<file path="src/rtl/fp_mul_int_pipe.sv">
// Multi-lane FP16 x signed INT4/INT8 multiplier with an elastic valid/ready pipeline.
// Each enabled lane produces an exact FP32 product plus {NV, NAN_OUT} flags.
// A sticky status register accumulates the flags of every delivered result.
module fp_mul_int_pipe #(
    parameter int NumLanes    = 4,
    parameter int NumPipeRegs = 2,
    parameter int IntWidthMax = 8,
    parameter int NumFlags    = 2
) (
    input  logic                            clk_i,
    input  logic                            rst_i,
    input  logic                            in_valid_i,
    output logic                            in_ready_o,
    input  logic [NumLanes*16-1:0]          a_i,
    input  logic [NumLanes*IntWidthMax-1:0] b_i,
    input  logic                            int_fmt_i,
    input  logic [NumLanes-1:0]             lane_en_i,
    output logic                            out_valid_o,
    input  logic                            out_ready_i,
    output logic [NumLanes*32-1:0]          result_o,
    output logic [NumLanes*NumFlags-1:0]    flags_o,
    output logic [1:0]                      status_o,
    input  logic                            clr_status_i
);

    localparam int ResW = NumLanes * 32;
    localparam int FlgW = NumLanes * NumFlags;
    localparam int PayW = ResW + FlgW;

    // One lane: returns {NV, NAN_OUT, fp32_result}. The product of an 11-bit
    // significand and an 8-bit magnitude fits in 19 bits, so it is exact.
    function automatic logic [33:0] lane_mul(
        input logic [15:0] a,
        input logic [7:0]  b,
        input logic        fmt,
        input logic        en
    );
        logic [7:0]  b_s;
        logic        b_neg;
        logic [7:0]  b_mag;
        logic        sgn;
        logic [4:0]  ex;
        logic [9:0]  man;
        logic [4:0]  ex_eff;
        logic [10:0] sig;
        logic [18:0] prod;
        logic [4:0]  lead;
        logic [22:0] mant;
        logic [7:0]  e32;
        logic [31:0] res;
        logic        nv;
        logic        nan;

        // INT4 uses the low nibble of the slot, sign-extended.
        b_s    = fmt ? b : {{4{b[3]}}, b[3:0]};
        b_neg  = b_s[7];
        b_mag  = b_neg ? (~b_s + 8'd1) : b_s;
        sgn    = a[15] ^ b_neg;
        ex     = a[14:10];
        man    = a[9:0];
        // Subnormals share the exponent of the smallest normal, minus the hidden one.
        ex_eff = (ex == 5'd0) ? 5'd1 : ex;
        sig    = (ex == 5'd0) ? {1'b0, man} : {1'b1, man};
        prod   = {8'd0, sig} * {11'd0, b_mag};

        lead = 5'd0;
        for (int i = 0; i < 19; i++) begin
            if (prod[i]) begin
                lead = 5'(i);
            end else begin
                lead = lead;
            end
        end
        // Shift the leading one to bit 23; the bits below it are the mantissa.
        mant = 23'({23'd0, prod} << (5'd23 - lead));
        // FP32 exponent: ex_eff - 15 (FP16 bias) - 10 (fraction bits) + lead + 127.
        e32  = {3'd0, ex_eff} + 8'd102 + {3'd0, lead};

        nv  = 1'b0;
        nan = 1'b0;
        if (!en) begin
            res = 32'h0000_0000;
        end else if ((ex == 5'h1F) && (man != 10'd0)) begin
            // Quiet bit clear means signalling NaN.
            res = 32'h7FC0_0000;
            nan = 1'b1;
            nv  = ~man[9];
        end else if (ex == 5'h1F) begin
            if (b_mag == 8'd0) begin
                res = 32'h7FC0_0000;
                nan = 1'b1;
                nv  = 1'b1;
            end else begin
                res = {sgn, 8'hFF, 23'd0};
            end
        end else if (prod == 19'd0) begin
            res = {sgn, 31'd0};
        end else begin
            res = {sgn, e32, mant};
        end
        return {nv, nan, res};
    endfunction

    logic [ResW-1:0] comb_res_s;
    logic [FlgW-1:0] comb_flg_s;
    logic [33:0]     lm_s;

    // Evaluate every lane on the incoming operands.
    always_comb begin
        comb_res_s = '0;
        comb_flg_s = '0;
        lm_s       = '0;
        for (int k = 0; k < NumLanes; k++) begin
            lm_s = lane_mul(a_i[16*k +: 16], b_i[IntWidthMax*k +: 8], int_fmt_i, lane_en_i[k]);
            comb_res_s[32*k +: 32]             = lm_s[31:0];
            comb_flg_s[NumFlags*k +: NumFlags] = lm_s[33:32];
        end
    end

    generate
        if (NumPipeRegs == 0) begin : g_comb
            assign out_valid_o = in_valid_i;
            assign in_ready_o  = out_ready_i;
            assign result_o    = comb_res_s;
            assign flags_o     = comb_flg_s;
        end else begin : g_pipe
            logic [NumPipeRegs-1:0] vld_q;
            logic [NumPipeRegs-1:0] vld_d;
            logic [NumPipeRegs-1:0] adv_s;
            logic [NumPipeRegs-1:0] ld_s;
            logic [NumPipeRegs:0]   rdy_s;
            logic [PayW-1:0]        dat_q [NumPipeRegs];

            // Backward ready chain: a stage can take data if empty or draining.
            always_comb begin
                rdy_s              = '0;
                adv_s              = '0;
                ld_s               = '0;
                vld_d              = '0;
                rdy_s[NumPipeRegs] = out_ready_i;
                for (int s = NumPipeRegs - 1; s >= 0; s--) begin
                    rdy_s[s] = ~vld_q[s] | rdy_s[s+1];
                    adv_s[s] = vld_q[s] & rdy_s[s+1];
                end
                ld_s[0] = in_valid_i & rdy_s[0];
                for (int s = 1; s < NumPipeRegs; s++) begin
                    ld_s[s] = adv_s[s-1];
                end
                for (int s = 0; s < NumPipeRegs; s++) begin
                    vld_d[s] = ld_s[s] | (vld_q[s] & ~adv_s[s]);
                end
            end

            // Stage valid bits and payload registers; payload only moves on load.
            always_ff @(posedge clk_i) begin
                if (rst_i) begin
                    vld_q <= '0;
                    for (int s = 0; s < NumPipeRegs; s++) begin
                        dat_q[s] <= '0;
                    end
                end else begin
                    vld_q <= vld_d;
                    if (ld_s[0]) begin
                        dat_q[0] <= {comb_flg_s, comb_res_s};
                    end
                    for (int s = 1; s < NumPipeRegs; s++) begin
                        if (ld_s[s]) begin
                            dat_q[s] <= dat_q[s-1];
                        end
                    end
                end
            end

            assign in_ready_o  = rdy_s[0];
            assign out_valid_o = vld_q[NumPipeRegs-1];
            assign result_o    = dat_q[NumPipeRegs-1][ResW-1:0];
            assign flags_o     = dat_q[NumPipeRegs-1][PayW-1:ResW];
        end
    endgenerate

    logic [1:0] flg_or_s;
    logic [1:0] hs_flg_s;
    logic [1:0] status_d;
    logic [1:0] status_q;

    // Sticky status next state; a coinciding handshake overrides the clear.
    always_comb begin
        flg_or_s = 2'b00;
        for (int k = 0; k < NumLanes; k++) begin
            flg_or_s = flg_or_s | flags_o[NumFlags*k +: 2];
        end
        if (out_valid_o && out_ready_i) begin
            hs_flg_s = flg_or_s;
        end else begin
            hs_flg_s = 2'b00;
        end
        if (clr_status_i) begin
            status_d = hs_flg_s;
        end else begin
            status_d = status_q | hs_flg_s;
        end
    end

    // Sticky status register.
    always_ff @(posedge clk_i) begin
        if (rst_i) begin
            status_q <= 2'b00;
        end else begin
            status_q <= status_d;
        end
    end

    assign status_o = status_q;

endmodule

</file>
<file path="config.mk">
export PLATFORM = sky130hd
export DESIGN_NAME = fp_mul_int_pipe
export DESIGN_NICKNAME = d
export VERILOG_FILES = /design/src/rtl/fp_mul_int_pipe.sv
export SDC_FILE = /design/constraint.sdc
export NUM_CORES = 1
export LEC_CHECK = 0
export ABC_AREA = 1
export CORE_UTILIZATION = 55
export CTS_CLUSTER_DIAMETER = 50
export DETAILED_ROUTE_END_ITERATION = 12
export HOLD_SLACK_MARGIN = 0.06
export PLACE_DENSITY_LB_ADDON = 0.08
export SETUP_SLACK_MARGIN = 0.02
export SLEW_MARGIN = 10
export SYNTH_ARGS = -nofsm -noshare
export SYNTH_HDL_FRONTEND = slang
export SYNTH_SLANG_ARGS = --single-unit
</file>
<file path="constraint.sdc">
create_clock -name clk_i -period 15.55 [get_ports clk_i]
set_input_delay 1.555 -clock clk_i [delete_from_list [all_inputs] [get_ports clk_i]]
set_output_delay 1.555 -clock clk_i [all_outputs]
set_load 0.01 [all_outputs]
</file>
# Word-level counts from Yosys, hierarchy flattened
# Memories as Yosys holds them, arrays and structs flattened.
# Cells that the tools add are included.
# op_classes
add_sub_neg,16
n_mul,4
eq_ne,4
n_shift,4
n_mux,144
bitwise,31
n_reduce_logical,21
# op_table
operator,count
32-bit two-way mux,16
5-bit two-way mux,71
136-bit two-way mux,2
31-bit two-way mux,4
19-bit by 5-bit << shifter with 23-bit output,4
19-bit logical NOT,4
11-bit by 8-bit multiplier with 19-bit output,4
8-bit two-way mux,8
11-bit two-way mux,4
10-bit nonzero test,4
1-bit two-way mux,36
5-bit by 7-bit adder with 8-bit output (second input constant),4
8-bit by 1-bit adder with 8-bit output (second input constant),4
8-bit by 5-bit adder with 8-bit output,4
8-bit logical NOT,4
8-bit NOT,4
5-bit equality test (second input constant),4
5-bit logical NOT,4
5-bit subtractor (first input constant),4
1-bit NOT,8
2-bit bitwise OR,4
2-bit two-way mux,3
1-bit bitwise OR,6
1-bit AND,5
other kinds (2),9
# totals
reg_bits,4
ramBits,272
in_bits,106
out_inout_bits,140
mem_count,1
# mem_list
memory,words,width,read_ports,rd_ports_with_merged_regs,write_ports,line_no,rtl
g_pipe.dat_q,2,136,2,0,2,132,logic [PayW-1:0] dat_q [NumPipeRegs];

# Logic depth before layout (Yosys ltp)
# Gate-level depths: netlist (run 1).
# logic_depth
ltp_word,30
depth_mapped,49
mapped_depth_nobuf,48

# Worst setup path after synthesis (run 1)
# Ideal clock, no wire load.
# synth_path
path_type,input to register
startpoint,input port b_i[0]
endpoint,"memory g_pipe.dat_q[0][28] (netlist name), data pin"
arrival_time_ns,8.054
path_slack_ns,7.228
stages,36
n_path_buf,3
cell_sequence,clkbuf_1 > inv_1 > ha_1 > inv_1 > nand2_1 > xor2_1 > nor2_1 > fa_1 > inv_1 > fa_1 > inv_1 > fa_1 > inv_1 > fa_1 > inv_1 > ha_1 > a21oi_1 > nor2_1 > o21ai_0 > nand3_1 > nand2_1 > nand2_2 > xor2_2 > nand2_2 > inv_1 > a21oi_2 > buf_4 > buf_6 > ha_1 > inv_1 > ha_1 > fa_1 > a21oi_1 > o21bai_1 > xor2_1 > o21ai_0
# synth_rtl
item,line_no,rtl
start: declaration,15,"input logic [NumLanes*IntWidthMax-1:0] b_i,"
end: declaration,132,

==> flow_summary_export.csv, run 1 <==
group,metric,value,unit
detailed_routing,drt_antenna_net_count,0,
floorplan,start_util,0.557,
sta,rsz0062_at_grt,"no",
floorplan,dieHeight,233,um
floorplan,top_level_ports,246,
logic_synthesis,postSynthRegisterBits,276,
setup_path,crit_type,"input port to flop",
logic_synthesis,synth_edf_count,272,
clock_network,cts_num_sinks,276,
sta,final-max-slew-violation-count,0,
final_layout,final_standard_cell_area_without_fillers,32600,um2
detailed_routing,detail_route.iter0.violations,1526,
clock_network,clock_tree.buffer_depth,3,
clock_network,cell_at_the_root_of_the_clock_tree,"sky130_fd_sc_hd__clkbuf_16",
clock_network,postCtsSetupRepairBufs,0,
setup_path,critPathRequiredTime,15.82,ns
clock_network,cts_hold_buf,0,
placed_design,gpl.final_weighted_congestion,0.917,
logic_synthesis,mappedNetlistArea,29300,um2
floorplan,dieArea,54300,um2
clock_network,tritoncts,"yes",
global_routing,first_pass_grt_wire_length,115000,um
setup_path,slowest_delay,1.13,ns
logic_synthesis,synthesis.yosys.warnings,0,
sta,tns,0,ns
clock_network,cts-htree-levels,2,
global_routing,grt_overflow_total,0,
detailed_routing,mean_number_of_vias_per_cell,5.18,
setup_path,cell_with_the_largest_stage_delay_on_the_worst_path,"sky130_fd_sc_hd__clkdlybuf4s50_1",
final_layout,area_growth_syn_to_layout,11.1,%
logic_synthesis,netlist_instances,3781,
final_layout,drive_above_1_share,0.0479,
setup_path,highest_net_fanout_along_the_worst_path,22,
status,status,"completed",
final_layout,nNetsFinal,4407,
final_layout,commonest_non_fill_non_tap_cells_in_the_layout,"sky130_fd_sc_hd__nand2_1 (818), sky130_fd_sc_hd__inv_1 (755), sky130_fd_sc_hd__nor2_1 (450)",
floorplan,rows,84,
placed_design,dp_hpwl,57100,um
detailed_routing,drt_pass1_iterations,6,
sta,maximum_clock_frequency,99.9,MHz
worst_hold_path,worst_hold_class,"flop to flop",
global_routing,antenna_found_initial,5,
detailed_routing,wl_per_cell,15.4,um
detailed_routing,total_wire_length,70600,um
final_layout,mostFrequentLayoutCell,"sky130_fd_sc_hd__nand2_1",
global_routing,grt_start_max_net_pins,74,
setup_path,startpoint_type,"input port",
detailed_routing,num_vias,23800,
sta,final.setup_skew,0.0166,ns
final_layout,fillers,4796,
sta,setup_viol,0,
sta,slew_headroom,0.324,
final_layout,final_util,0.619,
placed_design,post_place_instance_area,31400,um2
floorplan,floorplan.core_area,52700,um2
setup_path,critical_path.endpoint_type,"flop",
sta,layout_min_cycle_time,10.01,ns
global_routing,vias_in_the_first_global_route,22800,
logic_synthesis,synth-main-ff-cell,"sky130_fd_sc_hd__edfxtp_1",
clock_network,clkLatencyLatePin,0.55,ns
global_routing,groute.usage.overall,0.267,
final_layout,multiInputGateArea,16800,um2
logic_synthesis,yosys.cell_types.count,61,
sta,timing.final.hold_violations,0,
job,drv_cap,0,
clock_network,clock_slew_seen_by_the_registers_of_the_worst_setup_and_hold_paths,0.06,ns
sta,max_slew.worst_pin.slew,1.01,ns
floorplan,floorplan.die.width,233,um
clock_network,cts-resized-gates,0,
detailed_routing,route.detailed.drc,0,
clock_network,cts_inserted_buffers,37,
placed_design,io_buffers,245,
sta,timing.final.crit_share,0.644,
setup_path,cp.arrival,10.28,ns
logic_synthesis,ys_async_sr_fraction,0,
logic_synthesis,post_synth.cell_area_avg,7.76,um2
final_layout,area.sequential,8250,um2
logic_synthesis,synth_seq_area_share,0.281,
==> worst paths after layout <==
path	endpoint	depth (start not counted)	startpoint	slack, ns
setup / recovery	g_pipe.dat_q[0][29]	33	int_fmt_i	5.54
hold / removal	g_pipe.vld_q[1]	2	g_pipe.vld_q[0]	0.48
setup reg to reg	g_pipe.dat_q[0][196]	7	g_pipe.vld_q[1]	12.81
hold reg to reg	g_pipe.vld_q[1]	2	g_pipe.vld_q[0]	0.48
==> flip-flops by register name, summed over array words and instances (netlist names) <==
register	count
g_pipe.vld_q	2
status_o	2
g_pipe.dat_q	272
==> layout make-up <==
class                      count  share of cell area
inverter                     789              0.0912
clock inverter                25             0.00829
antenna                        1           0.0000768
multi-input combinational   2519               0.515
tap                          688              0.0264
clock buffer                  40              0.0288
timing repair buffer         254              0.0773
sequential                   276               0.253
==> metrics by stage <==
stage               setup WS [ns]  hold WS (ns)  std cells
floorplan                    7.23         0.438       3800
global placement             5.02         0.457       4526
detailed placement           5.01         0.478       4526
CTS                          5.56         0.480       4591
global route                 4.83         0.517       4592
finish                       5.54         0.476       4592
==> layer usage <==
layer	part of all wire	track usage	wire [um]
met1	0.45	0.360	31700
met2	0.45	0.433	31800
met3	0.075	0.0582	5270
met4	0.024	0.0715	1730
met5	0.00057	0	40
==> synth_stat cells, types with 7 or more instances <==
cell type / instances / area (um2)
sky130_fd_sc_hd__inv_1: 755 / 2830
sky130_fd_sc_hd__xor2_2: 7 / 114
sky130_fd_sc_hd__edfxtp_1: 272 / 8170
sky130_fd_sc_hd__nor3_1: 29 / 145
sky130_fd_sc_hd__ha_1: 200 / 2500
sky130_fd_sc_hd__o21bai_1: 10 / 75.1
sky130_fd_sc_hd__nand2_1: 820 / 3080
sky130_fd_sc_hd__nand3_2: 7 / 70.1
sky130_fd_sc_hd__nand3b_1: 12 / 90.1
sky130_fd_sc_hd__nand2_4: 12 / 135
sky130_fd_sc_hd__buf_2: 25 / 125
sky130_fd_sc_hd__clkbuf_1: 36 / 135
sky130_fd_sc_hd__o21ai_0: 47 / 235
sky130_fd_sc_hd__nor4_1: 12 / 75.1
sky130_fd_sc_hd__o21ai_1: 26 / 130
sky130_fd_sc_hd__a21oi_2: 7 / 61.3
sky130_fd_sc_hd__a21o_1: 9 / 67.6
sky130_fd_sc_hd__buf_4: 147 / 1100
sky130_fd_sc_hd__clkinv_1: 7 / 26.3
sky130_fd_sc_hd__nand3_1: 363 / 1820
sky130_fd_sc_hd__nand2_2: 21 / 131
sky130_fd_sc_hd__inv_2: 24 / 90.1
sky130_fd_sc_hd__a21oi_1: 103 / 515
sky130_fd_sc_hd__nand4_1: 22 / 138
sky130_fd_sc_hd__nor2_1: 450 / 1690
sky130_fd_sc_hd__o31ai_1: 7 / 52.6
sky130_fd_sc_hd__xor2_1: 18 / 158
sky130_fd_sc_hd__xnor2_1: 19 / 166
sky130_fd_sc_hd__fa_1: 224 / 4480
==> cells by family (layout without fill, tap and decap cells) <==
group / count (synthesis) / in the layout / share of synthesized area
adder cells (fa/ha/maj): 424 / 424 / 0.238
buffers and inverters: 1005 / 1108 / 0.150
flip-flops: 276 / 276 / 0.281
AO/OA/AOI/OAI: 244 / 244 / 0.0491
AND/OR/NAND/NOR: 1782 / 1782 / 0.263
XOR/XNOR: 49 / 49 / 0.0189
other: 1 / 21 / 0.000128
==> critical path, delay by kind of cell <==
kind	cells	cell delay, ns
AOI/OAI and AO/OA	6	1.34
xor gates and xnor gates	1	0.72
and+or+nand+nor	13	1.67
buffers and inverters	6	1.78
adders and majority gates	7	3.17
Power of run 1 is not shown: default switching activity piles up to over one toggle a cycle in this logic, so the estimate is an artifact.
==> run 2, diff against run 1 <==
==> constraint.sdc (replaced) <==
create_clock -name clk_i -period 8.8 [get_ports clk_i]
set_input_delay 0.88 -clock clk_i [delete_from_list [all_inputs] [get_ports clk_i]]
set_output_delay 0.88 -clock clk_i [all_outputs]
set_load 0.01 [all_outputs]
==> run 2 against run 1 <==
- worst hold slack lost 0.014 ns
- utilization grew 0.44 points
- cell count grew 0.72%
- register-to-register slack lost 6.8 ns
- worst setup slack lost 4.9 ns
- global-route usage grew 0.29 points
==> flow_summary_export.csv, run 2 (same netlist as run 1, synthesis figures left out) <==
group,metric,value,unit
floorplan,start_util,0.557,
clock_network,clkLatencyLatePin,0.56,ns
sta,worst_slack,0.653,ns
placed_design,dp_hpwl,57900,um
global_routing,grt_overflow_total,0,
detailed_routing,num_vias,24000,
clock_network,clock_tree.buffer_depth,3,
floorplan,rows,84,
final_layout,multiInputGateArea,16800,um2
final_layout,area.sequential,8250,um2
clock_network,tritoncts,"yes",
setup_path,cp.arrival,8.45,ns
placed_design,post_place_instance_area,31600,um2
placed_design,detailedPlace.worstSlack,0.194,ns
final_layout,largest_register_ffs,272,
sta,hold-worst-slack,0.462,ns
detailed_routing,mean_number_of_vias_per_cell,5.18,
final_layout,drive_above_1_share,0.0559,
detailed_routing,drt_pass1_iterations,5,
final_layout,fillers,4751,
global_routing,met3_usage,0.0558,
clock_network,clock_slew_seen_by_the_registers_of_the_worst_setup_and_hold_paths,0.06,ns
sta,maximum_clock_frequency,123,MHz
floorplan,dieHeight,233,um
clock_network,cts_hold_buf,0,
final_layout,nNetsFinal,4439,
global_routing,first_pass_grt_wire_length,116000,um
global_routing,vias_in_the_first_global_route,22800,
global_routing,groute.usage.overall,0.270,
clock_network,cts-resized-gates,0,
sta,slew_headroom,0.246,
global_routing,antenna_found_initial,4,
sta,rsz0062_at_grt,"no",
sta,timing.final.crit_share,0.926,
global_routing,global_route.peak_usage_layer,"met2",
setup_path,crit_type,"input port to flop",
setup_path,slowest_delay,0.67,ns
placed_design,gpl.final_weighted_congestion,0.961,
detailed_routing,route.detailed.drc,0,
detailed_routing,wl_per_cell,15.4,um
sta,max_slew.worst_pin.slew,1.12,ns
global_routing,use_met2,0.430,
worst_hold_path,worst_hold_class,"flop to flop",
setup_path,reg2reg_slack,6.01,ns
setup_path,worst_r2r_startpoint,"g_pipe.vld_q[1]",
final_layout,commonest_non_fill_non_tap_cells_in_the_layout,"sky130_fd_sc_hd__nand2_1 (818), sky130_fd_sc_hd__inv_1 (755), sky130_fd_sc_hd__nor2_1 (450)",
setup_path,r2r-end,"g_pipe.dat_q[0][10]",
floorplan,dieArea,54300,um2
clock_network,cts-htree-levels,2,
setup_path,critical_path.endpoint_type,"flop",
clock_network,cell_at_the_root_of_the_clock_tree,"sky130_fd_sc_hd__clkbuf_16",
floorplan,floorplan.core_area,52700,um2
final_layout,mostFrequentLayoutCell,"sky130_fd_sc_hd__nand2_1",
clock_network,postCtsSetupRepairBufs,0,
final_layout,final_standard_cell_area_without_fillers,32800,um2
detailed_routing,drt_antenna_net_count,0,
global_routing,grt_start_max_net_pins,74,
setup_path,critPathRequiredTime,9.10,ns
setup_path,crit_path_frequent_cell,"sky130_fd_sc_hd__inv_1",
setup_path,crit_path_from,"b_i[16]",
clock_network,cts_num_sinks,276,
detailed_routing,detail_route.iter0.violations,1718,
sta,setup_viol,0,
setup_path,crit_end,"g_pipe.dat_q[0][92]",
status,status,"completed",
job,drv_cap,0,
setup_path,r2r_cells,5,
placed_design,io_buffers,245,
floorplan,floorplan.die.width,233,um
global_routing,gr-usage-met1,0.372,
setup_path,cell_with_the_largest_stage_delay_on_the_worst_path,"sky130_fd_sc_hd__clkdlybuf4s50_1",
detailed_routing,total_wire_length,71300,um
clock_network,cts_inserted_buffers,36,
floorplan,top_level_ports,246,
sta,layout_min_cycle_time,8.15,ns
final_layout,area_growth_syn_to_layout,11.9,%
sta,final.setup_skew,0.0253,ns
setup_path,startpoint_type,"input port",
setup_path,highest_net_fanout_along_the_worst_path,13,
final_layout,registers.top_by_ff_count,"g_pipe.dat_q",
sta,tns,0,ns
sta,timing.final.hold_violations,0,
sta,final-max-slew-violation-count,0,
[run 2: cell count changes in the layout (fill, tap and decap cells not counted), sizes merged]
cell      before  now
clkinvlp       3    2
clkbuf        40   41
clkinv        15   19
buf            9   42
inv          793  790
bufinv         3    2
[run 2: worst max-delay path, delay by kind of cell]
| family | cells | cell delay (ns) |
|---|---|---|
| buf+inv | 10 | 1.58 |
| fa+ha+maj | 8 | 3.20 |
| simple gates | 15 | 1.77 |
| compound gates | 5 | 0.86 |
| xor+xnor | 1 | 0.16 |
[run 2: layout make-up]
class	instances	area share
Multi-Input combinational cell	2519	0.511
Sequential cell	276	0.251
Inverter	789	0.0905
Timing Repair Buffer	287	0.0847
Clock buffer	41	0.0287
Tap cell	688	0.0262
Clock inverter	24	0.00721
Antenna cell	1	0.0000762
[run 2: worst min-delay path by stage]
| stage | from | to | cells after the start |
|---|---|---|---|
| floorplan | g_pipe.vld_q[0] | g_pipe.vld_q[1] | 2 |
| finish | status_o[1] | status_o[1] | 2 |
| global route | status_o[1] | status_o[1] | 2 |
| detailed placement | status_o[1] | status_o[1] | 2 |
| CTS | status_o[1] | status_o[1] | 2 |
| global placement | status_o[1] | status_o[1] | 2 |
[run 2: stage by stage]
step,instances,utilization
after floorplan,3800,-
after global placement,4559,0.601
after detailed placement,4559,0.601
after CTS,4624,0.623
after global routing,4625,0.623
final,4625,0.623
[run 2: metal layers]
layer,up-vias,part of all wire
met2,780,0.45
met1,11100,0.45
met5,-,0.00059
met4,6,0.026
met3,118,0.075
li1,11900,-
Power of run 2 is left out for the same reason.
